[config.mk]
export PLATFORM = sky130hd
export DESIGN_NAME = wu_fetch
export DESIGN_NICKNAME = d
export VERILOG_FILES = /design/src/rtl/wu_fetch.sv
export SDC_FILE = /design/constraint.sdc
export NUM_CORES = 1
export LEC_CHECK = 0
export ABC_AREA = 0
export BUFFER_PORTS_ARGS = -buffer_cell sky130_fd_sc_hd__buf_2
export CORE_MARGIN = 4
export CORE_UTILIZATION = 55
export CTS_BUF_LIST = sky130_fd_sc_hd__clkbuf_4 sky130_fd_sc_hd__clkbuf_8
export CTS_CLUSTER_DIAMETER = 120
export DETAILED_ROUTE_END_ITERATION = 8
export PLACE_DENSITY = 0.8
export SLEW_MARGIN = 20
export SYNTH_ARGS = -nofsm -noshare
export SYNTH_HDL_FRONTEND = slang
export SYNTH_SLANG_ARGS = --single-unit
[constraint.sdc]
create_clock -name clk -period 6 [get_ports clk]
set_input_delay 0.9 -clock clk [delete_from_list [all_inputs] [get_ports clk]]
set_output_delay 0.9 -clock clk [all_outputs]
set_load 0.01 [all_outputs]
[src/rtl/wu_fetch.sv]
// wu_fetch: work-unit instruction fetch sequencer.
// Walks a program region of WU instruction memory, issuing one registered
// read per line. A credit counter sized to the decode input buffer paces the
// reads, because wu_memory has a fixed 2-cycle latency and cannot stall.
// ADDR_W is the width of the manager WU address range.
module wu_fetch #(
    parameter int CREDITS = 4,
    parameter int LEN_W   = 10,
    parameter int ADDR_W  = 10
) (
    input  logic              clk,
    input  logic              reset_poweron,
    input  logic              cfg__wuf__start,
    input  logic [ADDR_W-1:0] cfg__wuf__start_addr,
    input  logic [LEN_W-1:0]  cfg__wuf__length,
    input  logic              cfg__wuf__abort,
    input  logic              wud__wuf__stall,
    input  logic              wud__wuf__release,
    output logic [ADDR_W-1:0] wuf__wum__addr,
    output logic              wuf__wum__read,
    output logic              wuf__cfg__busy,
    output logic              wuf__cfg__done,
    output logic              wuf__cfg__credit_err
);

    // state | meaning
    // IDLE  | waiting for a start pulse
    // FETCH | issuing reads while lines remain, credits allow and decode is not stalled
    // DRAIN | two cycles covering the wu_memory latency; done in the second

    localparam int CRED_W = $clog2(CREDITS + 1);
    localparam logic [CRED_W-1:0] CRED_MAX = CRED_W'(CREDITS);

    typedef enum logic [1:0] {
        IDLE  = 2'd0,
        FETCH = 2'd1,
        DRAIN = 2'd2
    } state_t;

    state_t            state;
    state_t            state_nxt;
    logic [ADDR_W-1:0] ptr;
    logic [LEN_W-1:0]  remaining;
    logic [CRED_W-1:0] credits;
    logic              drain_cnt;

    logic rel_ok;
    logic rel_drop;
    logic credit_avail;
    logic issue;
    logic start_load;

    // A release arriving this cycle can fund a read on the same edge, so a
    // single release against an empty counter yields a read in the next cycle.
    assign rel_ok       = wud__wuf__release && (credits != CRED_MAX);
    assign rel_drop     = wud__wuf__release && (credits == CRED_MAX);
    assign credit_avail = (credits != '0) || rel_ok;
    assign issue        = (state == FETCH) && (remaining != '0) && credit_avail
                          && !wud__wuf__stall && !cfg__wuf__abort;
    assign start_load   = (state == IDLE) && cfg__wuf__start && (cfg__wuf__length != '0);

    // State register.
    always_ff @(posedge clk or posedge reset_poweron) begin
        if (reset_poweron) begin
            state <= IDLE;
        end else begin
            state <= state_nxt;
        end
    end

    // Next-state logic. FETCH leaves one cycle after the last read so that the
    // two DRAIN cycles line up with the last line returning from memory.
    always_comb begin
        state_nxt = state;
        case (state)
            IDLE: begin
                if (cfg__wuf__start) begin
                    state_nxt = (cfg__wuf__length != '0) ? FETCH : DRAIN;
                end
            end
            FETCH: begin
                if (cfg__wuf__abort || (remaining == '0)) begin
                    state_nxt = DRAIN;
                end
            end
            DRAIN: begin
                if (drain_cnt) begin
                    state_nxt = IDLE;
                end
            end
            default: state_nxt = IDLE;
        endcase
    end

    // Status outputs decoded from state.
    always_comb begin
        wuf__cfg__busy = (state != IDLE);
        wuf__cfg__done = (state == DRAIN) && drain_cnt;
    end

    // Address pointer, line count, drain timer and registered read port.
    always_ff @(posedge clk or posedge reset_poweron) begin
        if (reset_poweron) begin
            ptr            <= '0;
            remaining      <= '0;
            drain_cnt      <= 1'b0;
            wuf__wum__read <= 1'b0;
            wuf__wum__addr <= '0;
        end else begin
            wuf__wum__read <= issue;
            drain_cnt      <= (state == DRAIN) ? !drain_cnt : 1'b0;
            if (start_load) begin
                ptr       <= cfg__wuf__start_addr;
                remaining <= cfg__wuf__length;
            end else if (issue) begin
                ptr       <= ptr + ADDR_W'(1);
                remaining <= remaining - LEN_W'(1);
            end
            if (issue) begin
                wuf__wum__addr <= ptr;
            end
        end
    end

    // Credit counter; never reloaded on start since decode may still hold
    // entries from the previous program. An overflowing release is dropped.
    always_ff @(posedge clk or posedge reset_poweron) begin
        if (reset_poweron) begin
            credits              <= CRED_MAX;
            wuf__cfg__credit_err <= 1'b0;
        end else begin
            case ({rel_ok, issue})
                2'b10:   credits <= credits + CRED_W'(1);
                2'b01:   credits <= credits - CRED_W'(1);
                default: credits <= credits;
            endcase
            if (rel_drop) begin
                wuf__cfg__credit_err <= 1'b1;
            end
        end
    end

endmodule

==> reports/qor.txt, run 1 <==
================================================================================
Outcome ........................................................... finished, final reports clean
Startpoint class of the critical path .............................   input port
Startpoint-to-endpoint class of the critical path .................       in2reg
Period utilisation layout .........................................       52.29%
Post-synth cell types .............................................           47
Detail Placement HPWL ............................................. 3071 microns
Final total negative setup slack ..................................         0 ns
Area of the core ..................................................   3416 sq um
Most common cell after layout, fill and taps aside ................ sky130_fd_sc_hd__buf_2
Number of DRC violations after detailed routing ...................            0
Post-CTS Resized ..................................................            0
Leakage power .....................................................     1.076 nW
Total power divided by cell area .................................. 473.0 nW/um^2
Total of endpoints with negative setup slack in the final report ..            0
Dominant register cell in the synthesized netlist ................. sky130_fd_sc_hd__dfrtp_1
Count of buffers inserted at the top-level ports ..................           39
Cell type with the largest total area after synthesis ............. sky130_fd_sc_hd__dfrtp_1
Clk root buf ...................................................... sky130_fd_sc_hd__clkbuf_4
Top Metal Used ....................................................         met4
CTS buffer count ..................................................            5
Initial DRC count .................................................          143
Sum of routed wire segments on met1 ............................... 1970 microns
Top-level I/O count ...............................................           40
Routed vias/inst ..................................................        5.917
Maximum number of pins on one net before global-route repair ......           39
Die span in y ..................................................... 68.03 microns
Maximum clock insertion buffer count ..............................            2
Leftover overflow at the end of global routing ....................            0
Largest cells by area after synthesis ............................. sky130_fd_sc_hd__dfrtp_1, sky130_fd_sc_hd__nand2_1, sky130_fd_sc_hd__a221o_1
Die W ............................................................. 68.03 microns
Layout overhead on the synthesized area ...........................       14.27%
Layout cells sized above 1 ........................................       24.38%
Number of antenna violations at the first check in global routing .            0
Count of mapped cells out of synthesis ............................          200
Pin slew with the least headroom to its limit .....................    0.5844 ns
Final weighted congestion of routability-driven global placement ..       0.8067
Total die area ....................................................   4628 sq um
Setup Skew ........................................................  0.006825 ns
Commonest cells after routing, fill and taps aside ................ sky130_fd_sc_hd__buf_2, sky130_fd_sc_hd__nand2_1, sky130_fd_sc_hd__dfrtp_1
Vias in the first global route ....................................         1527
Worst voltage drop across the vdd grid ............................    0.2397 mV
Clock latency on the worst-skew pair ..............................      0.35 ns
GRT Resource Usage Total ..........................................       20.84%
Crit path DAT .....................................................      3.42 ns
Number of antenna-violating nets in the routed design .............            0
Global-route wire length before repair ............................ 7024 microns
Final max-slew violation count ....................................            0
Fraction of synthesized cell area taken by the top area cell type .       46.72%
Post-synth ARST share .............................................       100.0%
Clock tree from TritonCTS .........................................          yes
Met2 layer wire length in the routed design ....................... 2004 microns
Worst Hold Depth ..................................................            1
Sequential area share after synthesis .............................       48.04%
Required @ worst endpoint .........................................      6.28 ns
First-pass detailed-route iteration total .........................            4
Layout net count ..................................................          271
Hold Path Class ...................................................      reg2reg
Hold buffer count at cts ..........................................            0
Sink Count ........................................................           38
Min Clock Period, post-route ......................................     3.137 ns
Maxcap violations .................................................            0
Routed via count ..................................................         1704
Total of flip-flops plus latches after synthesis ..................           38
H-tree Lvls .......................................................            2
Wire length per cell .............................................. 15.00 microns
Met3 routed wirelength ............................................  259 microns
Hold violation count in the final report ..........................            0
Cell area after synthesis .........................................   1982 sq um
Ant diodes ........................................................            0
Count of warnings emitted by yosys ................................            0
Max transition margin .............................................       60.99%
Count of flip-flops with a built-in enable after synthesis ........            0
Peak Freq .........................................................   0.3188 GHz
Final wirelength .................................................. 4321 microns
Setup repair after global routing missed its margin ...............           no
Clock-pin transition on the worst setup and hold timing paths .....      0.12 ns
Total setup buffers inserted after CTS ............................            0
Standard-cell row count ...........................................           21
Setup WS post-layout ..............................................     2.863 ns
Worst-case reg-to-reg path depth ..................................           13
Kind of end point of the critical path ............................    flip-flop
Starting density of the core ......................................       58.02%
Worst-path fanout max .............................................           38
Synthesized area divided by synthesized cell count ................  9.910 sq um
Synth Net Count ...................................................          230
Post-Place Setup Slack ............................................     2.506 ns
================================================================================
-- routing by layer --
layer	up-vias	GRT usage, %
li1	814	-
met1	825	27.88
met2	56	31.53
met3	9	5.911
met4	0	8.933
met5	-	0
-- final cells by class --
type | count | area (sq um)
clock buffers | 6 | 51.30
fillers | 293 | 1151
repair buffers | 41 | 210.2
multi-input cells | 144 | 939.7
inverters | 11 | 41.29
flip-flops and latches | 38 | 952.2
well taps | 46 | 57.56
clock inverters | 2 | 12.51
-- kinds of logic after synthesis --
logic type      synth area share [%]
mux                           0.5051
compound gates                 19.07
simple gates                   23.61
fa+ha+maj                      2.904
buf+inv                        4.545
xor+xnor                       1.326
flops                          48.04
-- synthesized netlist by cell type, types with 3 or more instances --
library cell,count
sky130_fd_sc_hd__a22oi_1,3
sky130_fd_sc_hd__nor2_1,11
sky130_fd_sc_hd__nand2_1,38
sky130_fd_sc_hd__nand3_1,5
sky130_fd_sc_hd__dfrtp_1,37
sky130_fd_sc_hd__buf_4,3
sky130_fd_sc_hd__a21o_1,3
sky130_fd_sc_hd__nor3_1,6
sky130_fd_sc_hd__nor4_1,4
sky130_fd_sc_hd__a221o_1,10
sky130_fd_sc_hd__inv_1,11
sky130_fd_sc_hd__and3_1,4
sky130_fd_sc_hd__o21ai_1,12
sky130_fd_sc_hd__ha_1,3
sky130_fd_sc_hd__nor3b_1,6
sky130_fd_sc_hd__buf_2,3
sky130_fd_sc_hd__a21oi_1,4
-- flip-flops by register name (all words and copies together) (netlist names) --
name                  cells
drain_cnt                 1
wuf__wum__read            1
state                     2
credits                   3
ptr                      10
remaining                10
wuf__wum__addr           10
wuf__cfg__credit_err      1
-- worst paths after layout --
check | startpoint | to | slack, ns
worst max register to register | remaining[0]$_DFFE_PP0P_ | credits[2]$_DFFE_PP1P_ | 2.96
worst min register to register | drain_cnt$_DFF_PP0_ | drain_cnt$_DFF_PP0_ | 0.45
max in group asynchronous | reset_poweron | credits[2]$_DFFE_PP1P_ | 5.01
min in group asynchronous | reset_poweron | wuf__wum__addr[6]$_DFFE_PP0P_ | 0.64
worst min-delay path | drain_cnt$_DFF_PP0_ | drain_cnt$_DFF_PP0_ | 0.45
worst max-delay path | cfg__wuf__abort | credits[2]$_DFFE_PP1P_ | 2.86
-- power by group --
group          total, mW  leakage, nW  switching [mW]  internal (mW)
Clock              0.144       0.0343          0.0879         0.0564
Sequential         0.495        0.465           0.116          0.379
Combinational      0.432        0.577           0.230          0.203
Total               1.07         1.08           0.433          0.638
-- worst max-delay path: stages --
cell,delay (ns)
sky130_fd_sc_hd__buf_2,0.11
sky130_fd_sc_hd__nor3b_2,0.19
sky130_fd_sc_hd__nor3b_4,0.27
sky130_fd_sc_hd__nand2_1,0.07
sky130_fd_sc_hd__buf_4,0.25
sky130_fd_sc_hd__inv_1,0.48
sky130_fd_sc_hd__ha_1,0.28
sky130_fd_sc_hd__inv_1,0.07
sky130_fd_sc_hd__fa_1,0.38
sky130_fd_sc_hd__xor2_1,0.15
sky130_fd_sc_hd__nor2_1,0.11
sky130_fd_sc_hd__xor2_1,0.15
-- per-stage QoR --
stage | util [%] | hold WS (ns) | cells | cell area [sq um] | power, mW
after global routing | 66.30 | 0.4643 | 288 | 2265 | 1.159
final | 66.30 | 0.4521 | 288 | 2265 | 1.071
after detailed placement | 64.43 | 0.4337 | 280 | 2201 | 0.9306
after global placement | 64.43 | 0.4244 | 280 | 2201 | 0.9091
after CTS | 66.30 | 0.4503 | 288 | 2265 | 1.075
after floorplan | - | 0.4105 | 200 | 1982 | 0.8016
(Power assumes the default switching activity.)
==> run 2: changes to the inputs <==
- clock period: 6 -> 2.9 ns (I/O delays scaled with it)
==> reports/qor.txt, run 2 (same netlist as run 1, synthesis figures left out) <==
========================================================================================
Outcome ................................................................... finished, final reports clean
Count of buffers inserted at the top-level ports ..........................           39
Kind of end point of the critical path ....................................    flip-flop
Global Route met2 Usage ...................................................       34.90%
Clk root buf .............................................................. sky130_fd_sc_hd__clkbuf_4
Top-level I/O count .......................................................           40
Post-CTS Resized ..........................................................            0
Worst-path fanout max .....................................................            4
Count of buffer and inverter cells on the critical path ...................            3
Die W ..................................................................... 68.03 microns
Routed vias/inst ..........................................................        5.810
Total setup buffers inserted after CTS ....................................            0
Sequential share of power .................................................        45.7%
Register area .............................................................  952.2 sq um
Standard-cell row count ...................................................           21
GRT Resource Usage Total ..................................................       21.44%
Max transition margin .....................................................       62.97%
Number of cells after detailed placement ..................................          282
Category of cells accounting for the largest share of critical-path delay .  adder cells
Most common cell after layout, fill and taps aside ........................ sky130_fd_sc_hd__buf_2
Clock latency on the worst-skew pair ......................................      0.35 ns
Launching instance or port of the critical path ........................... remaining[0]$_DFFE_PP0P_
Tot Pwr ...................................................................     2.230 mW
Total of endpoints with negative setup slack in the final report ..........            0
Peak Freq .................................................................   0.4355 GHz
Worst R2R Start ........................................................... remaining[0]$_DFFE_PP0P_
Number of DRC violations after detailed routing ...........................            0
Internal Pwr Total ........................................................     1.341 mW
FILL cells ................................................................          300
Final weighted congestion of routability-driven global placement ..........       0.8027
Global Route met1 Usage ...................................................       28.33%
Layout overhead on the synthesized area ...................................       15.03%
Proportion of total power due to net switching ............................       39.86%
Starting density of the core ..............................................       58.02%
GRT busiest layer .........................................................         met2
Hold Path Class ...........................................................     in2async
Final wirelength .......................................................... 4324 microns
Cell type of the slowest stage on the worst timing path ................... sky130_fd_sc_hd__dfrtp_1
Area of the core ..........................................................   3416 sq um
Setup WS post-layout ......................................................    0.6040 ns
Vias in the first global route ............................................         1642
Biggest regs .............................................................. ptr x10, remaining x10, wuf__wum__addr x10
Cell chain of the critical path ........................................... inv_1, ha_1, nor2b_1, nand4b_1, nand2_1, inv_1, ha_1, inv_1, fa_1, xor2_1, nor2_1, xor2_1
Leakage power .............................................................     1.091 nW
Setup Skew ................................................................   0.01108 ns
Detail Placement HPWL ..................................................... 3111 microns
Met3 Use GR ...............................................................       4.598%
Ant diodes ................................................................            0
Number of cells on the critical path ......................................           12
Worst voltage drop across the vdd grid ....................................    0.4484 mV
First-pass detailed-route iteration total .................................            4
Number of antenna violations at the first check in global routing .........            0
Final max-slew violation count ............................................            0
Maximum clock insertion buffer count ......................................            2
Layout net count ..........................................................          273
Startpoint-to-endpoint class of the critical path .........................      reg2reg
Period utilisation layout .................................................       79.17%
Final cell count without fillers ..........................................          290
Area taken by multi-input logic gates .....................................  939.7 sq um
Cell repeated most along the worst path ................................... sky130_fd_sc_hd__inv_1
Number of antenna-violating nets in the routed design .....................            0
Clock tree from TritonCTS .................................................          yes
Maximum number of pins on one net before global-route repair ..............           38
Post-Place Setup Slack ....................................................    0.6370 ns
Proportion of power drawn by combinational gates ..........................        40.7%
Initial DRC count .........................................................          109
Wire length per cell ...................................................... 14.91 microns
Required @ worst endpoint .................................................      3.18 ns
Pin slew with the least headroom to its limit .............................    0.5554 ns
Clock-pin transition on the worst setup and hold timing paths .............      0.12 ns
Global-route wire length before repair .................................... 7424 microns
Total die area ............................................................   4628 sq um
Sink Count ................................................................           38
Portion of total power attributed to the clock network ....................        13.6%
Hold buffer count at cts ..................................................            0
Worst stage delay on the critical path ....................................      0.40 ns
Layout cells sized above 1 ................................................       25.00%
CTS buffer count ..........................................................            5
H-tree Lvls ...............................................................            2
Total power divided by cell area .......................................... 978.2 nW/um^2
Die span in y ............................................................. 68.03 microns
Setup repair after global routing missed its margin .......................           no
Final total negative setup slack ..........................................         0 ns
Worst-case reg-to-reg path depth ..........................................           12
Switching power of the nets ...............................................     888.8 uW
Routed via count ..........................................................         1685
Commonest cells after routing, fill and taps aside ........................ sky130_fd_sc_hd__buf_2, sky130_fd_sc_hd__nand2_1, sky130_fd_sc_hd__dfrtp_1
Hold violation count in the final report ..................................            0
Leftover overflow at the end of global routing ............................            0
Crit path DAT .............................................................      2.57 ns
Maxcap violations .........................................................            0
Startpoint class of the critical path .....................................    flip-flop
Min Clock Period, post-route ..............................................     2.296 ns
========================================================================================
-- run 2: cell count changes in the layout (fill, tap and decap cells not counted), sizes merged --
cell	change
clkinvlp	-1
clkbuf	+1
buf	+2
-- run 2: per-stage QoR --
stage / hold slack, ns / cell area (sq um) / utilization, %
after floorplan: 0.4105 / 1982 / -
after global placement: 0.4250 / 2216 / 64.87
after detailed placement: 0.4401 / 2216 / 64.87
after CTS: 0.05131 / 2280 / 66.74
after global routing: 0.08645 / 2280 / 66.74
final: 0.04150 / 2280 / 66.74
-- run 2: worst register-to-register path, delay by kind of cell (launching register included) --
family	cells	cell delay, ns
and+or+nand+nor	4	0.53
xor gates and xnor gates	2	0.30
adders and majority gates	3	0.77
DFF	1	0.40
buffers and inverters	3	0.23
-- run 2: cell type report --
type / count / share of cell area, %
repair buffers: 43 / 9.879
multi-input cells: 144 / 41.22
well taps: 46 / 2.525
inverters: 11 / 1.811
flip-flops and latches: 38 / 41.77
clock inverters: 1 / 0.2195
clock buffers: 7 / 2.580
-- run 2: power by group through the flow --
stage / Clock, mW / Combinational (mW) / Sequential, mW
after CTS: 0.309 / 0.916 / 1.02
after floorplan: 0 / 0.651 / 1.01
after detailed placement: 0 / 0.914 / 1.03
after global routing: 0.335 / 1.03 / 1.06
after global placement: 0 / 0.880 / 1.01
final: 0.303 / 0.908 / 1.02
-- run 2: metal layers --
| layer | share of wire (%) | vias to the layer above |
|---|---|---|
| met2 | 47 | 41 |
| li1 | - | 818 |
| met1 | 47 | 819 |
| met4 | 1.3 | 0 |
| met5 | 0 | - |
| met3 | 4.7 | 7 |
-- run 2: final timing paths --
check | endpoint | slack (ns)
setup reg to reg | credits[2]$_DFFE_PP1P_ | 0.60
setup / recovery | credits[2]$_DFFE_PP1P_ | 0.60
min in group clk | ptr[1]$_DFFE_PP0P_ | 0.30
hold / removal | wuf__wum__addr[3]$_DFFE_PP0P_ | 0.04
hold reg to reg | drain_cnt$_DFF_PP0_ | 0.46
max in group asynchronous | credits[2]$_DFFE_PP1P_ | 2.11
